===== config.mk =====
export PLATFORM = sky130hd
export DESIGN_NAME = accu_sum4
export DESIGN_NICKNAME = d
export VERILOG_FILES = /design/src/rtl/accu_sum4.sv
export SDC_FILE = /design/constraint.sdc
export NUM_CORES = 1
export LEC_CHECK = 0
export CELL_PAD_IN_SITES_DETAIL_PLACEMENT = 0
export CELL_PAD_IN_SITES_GLOBAL_PLACEMENT = 1
export CORE_ASPECT_RATIO = 1.4
export CORE_MARGIN = 8
export CORE_UTILIZATION = 42
export DETAILED_ROUTE_END_ITERATION = 12
export GPL_TIMING_DRIVEN = 0
export HOLD_SLACK_MARGIN = 0.12
export PLACE_DENSITY = 0.81
export SETUP_SLACK_MARGIN = 0.05
export SYNTH_ARGS = -nofsm -noshare
export SYNTH_HDL_FRONTEND = slang
export SYNTH_SLANG_ARGS = --single-unit

===== constraint.sdc =====
create_clock -name clk -period 3 [get_ports clk]
set_input_delay 0.3 -clock clk [delete_from_list [all_inputs] [get_ports clk]]
set_output_delay 0.3 -clock clk [all_outputs]
set_load 0.005 [all_outputs]

===== src/rtl/accu_sum4.sv =====
// accu_sum4 - streaming group accumulator.
//
// Sums every NUM_ITEMS consecutive accepted samples and presents the group
// total on data_out together with a one-cycle valid_out pulse. Groups may run
// back-to-back with no dead cycles. Clearing valid_in pauses a group; it does
// not abort it.
//
// Ports:
//   clk        in   1       rising-edge clock
//   rst_n      in   1       asynchronous active-low reset
//   data_in    in   DATA_W  input sample, unsigned
//   valid_in   in   1       data_in is accepted on this rising edge
//   valid_out  out  1       one-cycle pulse, data_out holds a completed sum
//   data_out   out  OUT_W   group sum (registered)
//
// Configuration macro:
//   ACCU_ZERO_IDLE_EN  defined   : data_out is cleared (registered) whenever
//                                  valid_out is low.
//                      undefined : data_out holds the last group sum between
//                                  pulses.
module accu_sum4 #(
  parameter int DATA_W    = 8,
  parameter int NUM_ITEMS = 4,
  parameter int OUT_W     = 10
) (
  input  logic              clk,
  input  logic              rst_n,
  input  logic [DATA_W-1:0] data_in,
  input  logic              valid_in,
  output logic              valid_out,
  output logic [OUT_W-1:0]  data_out
);

  // NUM_ITEMS >= 2, so $clog2 is always at least 1.
  localparam int CNT_W = $clog2(NUM_ITEMS);
  localparam logic [CNT_W-1:0] LAST_IDX = CNT_W'(NUM_ITEMS - 1);

  logic [OUT_W-1:0] acc_r;
  logic [CNT_W-1:0] count_r;
  logic             valid_out_r;
  logic [OUT_W-1:0] data_out_r;

  logic [OUT_W-1:0] sum_s;
  logic             last_s;
  logic [OUT_W-1:0] acc_next_s;
  logic [CNT_W-1:0] count_next_s;
  logic [OUT_W-1:0] data_out_next_s;

  // Next-state computation for the accumulator, sample counter and outputs.
  always_comb begin
    sum_s           = acc_r + OUT_W'(data_in);
    last_s          = 1'b0;
    acc_next_s      = acc_r;
    count_next_s    = count_r;
    data_out_next_s = data_out_r;

    if (valid_in) begin
      if (count_r == LAST_IDX) begin
        // Last sample of the group: publish the total, start a fresh group.
        last_s       = 1'b1;
        acc_next_s   = {OUT_W{1'b0}};
        count_next_s = {CNT_W{1'b0}};
      end else begin
        acc_next_s   = sum_s;
        count_next_s = count_r + CNT_W'(1);
      end
    end else begin
      // Paused group: accumulator and counter keep their values.
      acc_next_s   = acc_r;
      count_next_s = count_r;
    end

    if (last_s) begin
      data_out_next_s = sum_s;
    end else begin
`ifdef ACCU_ZERO_IDLE_EN
      data_out_next_s = {OUT_W{1'b0}};
`else
      data_out_next_s = data_out_r;
`endif
    end
  end

  // State and output registers; reset discards any partial group.
  always_ff @(posedge clk or negedge rst_n) begin
    if (!rst_n) begin
      acc_r       <= {OUT_W{1'b0}};
      count_r     <= {CNT_W{1'b0}};
      valid_out_r <= 1'b0;
      data_out_r  <= {OUT_W{1'b0}};
    end else begin
      acc_r       <= acc_next_s;
      count_r     <= count_next_s;
      valid_out_r <= last_s;
      data_out_r  <= data_out_next_s;
    end
  end

  assign valid_out = valid_out_r;
  assign data_out  = data_out_r;

endmodule


==> flow_metrics.py <==
metrics = {
    "run_status": {
        "run_status": "completed",
    },
    "critical_path": {
        "cp_slowest_cell": "clkdlybuf4s50_1",
        "startpoint": "data_in[0]",
        "rr_startpoint": "acc_r[0]",
        "endpoint": "acc_r[8]",
        "reg2regPathDepth": 8,
        "startpoint_type": "input pin",
        "path_max_fanout": 4,
        "regToRegSetupSlack_ps": 960,
        "crit_required_ps": 3150,
        "path_class": "input pin to flip-flop",
        "r2r-end": "acc_r[8]",
        "cp.arrival_ps": 2340,
        "crit_path_cell_trace": "clkdlybuf4s50_1 -> ha_1 -> inv_1 -> fa_1 -> nor2b_2 -> o211ai_2 -> a31oi_1 -> o21ai_1 -> a22o_1",
        "cpPeakStageDelay_ps": 470,
        "endpoint_kind": "flip-flop",
    },
    "power_and_ir_drop": {
        "clockPowerShare_pct": 12.9,
        "power_density_nw_per_um2": 950,
        "power.switching_uw": 548,
        "comb_power_share_pct": 51.1,
        "p_leak_uw": 0.000712,
        "ir_drop_uv": 395,
        "pwr-share-seq_pct": 36.0,
        "p_sw_share_pct": 37.4,
        "p_int_uw": 916,
    },
    "cts": {
        "cts_max_path_buffers": 2,
        "cts.sinks": 23,
        "cts_resized": 0,
        "htreeDepth": 1,
        "ctsHoldBuffers": 0,
        "clock-root-buffer": "clkbuf_8",
        "cts_tree": "yes",
        "clock_latency_ps": 260,
        "postCtsSetupBuffers": 0,
        "numCtsBuffers": 3,
        "clk_pin_slew_worst_paths_ps": 80,
    },
    "finish": {
        "drive_gt1_share_pct": 6.00,
        "final_cell_area_um2": 1540,
        "diodes": 0,
        "syn_to_final_growth_pct": 24.5,
        "fin_nets": 172,
        "finalNonFillerCells": 187,
    },
    "grt": {
        "overflow": 0,
        "grt_pass1_vias": 1014,
        "grt_max_degree": 24,
        "antenna_found_initial": 0,
        "grt_pass1_wl_um": 4550,
        "track_usage_pct": 12.2,
    },
    "route": {
        "drtAntennaViolNets": 0,
        "drc_errors": 0,
        "vias": 963,
        "routed_wirelength_um": 2680,
        "avgRoutedWirePerCell_um": 14.3,
        "vias_per_cell": 5.15,
        "drt_iter0_drc": 12,
        "first_pass_iters": 4,
    },
    "logic_synthesis": {
        "yosysMostFrequentCell": "dfrtp_1",
        "yosys.area.top_type": "dfrtp_1",
        "synth_cells": 125,
        "synth_area_um2": 1240,
        "yosys_register_bits": 23,
        "ys.flop_type": "dfrtp_1",
        "synth_common_cells": "dfrtp_1, inv_1, nand2_1, ha_1, o21ai_0",
        "synth_edf_count": 0,
        "synth_warnings": 0,
        "synth_top_area_share_pct": 46.5,
        "synth_area_per_cell_um2": 9.90,
        "synth.top_cells.by_area": "dfrtp_1, ha_1, inv_1",
        "ys_types": 34,
        "ys_async_sr_fraction_pct": 100,
        "synth-seq-area-share_pct": 46.5,
        "synth_nets": 146,
    },
    "timing": {
        "min_period_ps": 2190,
        "post-route-period-util_pct": 73.0,
        "finalSetupViolCount": 0,
        "tightest_slew_ps": 1080,
        "maxSlewViolCount": 0,
        "fmax_ghz": 0.456,
        "rsz0062_at_grt": "false",
        "skew_ps": 1.04,
        "slew_headroom_pct": 27.9,
        "final-hold-violation-count": 0,
        "fin_tns_setup_ps": 0,
    },
    "worst_hold_path": {
        "hp-start": "data_out[6]",
        "hold_class": "flip-flop to flip-flop",
    },
    "placement": {
        "dpl.cell_count": 183,
        "placed_area_um2": 1490,
        "place.detailed.hpwl_um": 2000,
        "gp_congestion": 0.812,
        "port_buffers": 21,
    },
    "floorplanning": {
        "ioPinCount": 22,
        "num_rows": 23,
        "initial_core_util_pct": 43.4,
        "fp.dieH_um": 80.2,
        "dieArea_um2": 4960,
        "die_w_um": 61.9,
        "placeableCoreArea_um2": 2850,
    },
    "job": {
        "maxCapViolations": 0,
    },
}
[stage by stage]
step	setup WS [ps]	power (µW)	hold WS (ps)	utilization [%]
floorplan	1200	1020	4.41	-
finish	809	1460	485	54.1
global placement	586	1260	466	52.4
global route	681	1600	508	54.1
detailed placement	543	1290	472	52.4
CTS	824	1480	491	54.1
[layout by cell type, fill, tap and decap left out, drive strengths merged]
cell,n
o22ai,6
nand2,13
o211ai,4
o32ai,1
a21o,3
xnor2,3
o21a,1
mux2,1
xor2,3
o21ai,12
nor3,2
or3,1
dfrtp,23
nand3,1
fa,1
clkbuf,7
a21oi,4
nor2b,1
a211oi,1
nor2,4
a22oi,1
clkdlybuf4s50,21
a22o,1
clkinv,1
nand4b,1
nand2b,4
ha,9
mux2i,1
a21boi,1
inv,14
o31ai,1
a31oi,2
and4,1
[worst max-delay path: cells and delay by family]
family          cells  cell delay (ps)
compound gates      4              740
fa+ha+maj           2              610
buf+inv             2              530
simple gates        1              160
[cell type report]
cell class,instances,area (µm²)
fill,252,1310
multi-input combinational,84,594
sequential,23,576
timing repair buffer,21,210
inverter,14,52.6
tap,37,46.3
clock buffer,3,41.3
buffer,4,15.0
clock inverter,1,5.00
[state kept, by name (all words and copies together) (netlist names)]
register	flops
count_r	2
valid_out	1
data_out	10
acc_r	10
[power by group through the flow]
stage                     sequential, µW  clock (µW)  combinational (µW)
after global routing                 545         210                 848
final                                527         189                 747
after floorplan                      526           0                 493
after detailed placement             533           0                 754
after CTS                            528         199                 757
after global placement               526           0                 734
[kinds of logic after synthesis]
kind of cell    share of synthesized area (%)
simple gates                             11.0
fa+ha+maj                                10.7
mux                                      1.72
flops                                    46.5
buf+inv                                  5.46
compound gates                           20.3
xor+xnor                                 4.25
[metal layers]
metal / wire [µm] / track usage [%]
met1: 1190 / 14.2
met3: 76 / 2.08
met5: 0 / 0
met4: 45 / 7.78
met2: 1370 / 19.6
[how the worst min path moves through the flow]
| stage | endpoint | slack, ps | cells past startpoint |
|---|---|---|---|
| after floorplan | acc_r[0] | 4 | 0 |
| after global placement | data_out[6] | 470 | 2 |
| after detailed placement | data_out[3] | 470 | 2 |
| after CTS | data_out[3] | 490 | 2 |
| after global routing | data_out[3] | 510 | 2 |
| final | data_out[6] | 490 | 2 |
No activity file was read; power rests on OpenSTA's default activity.
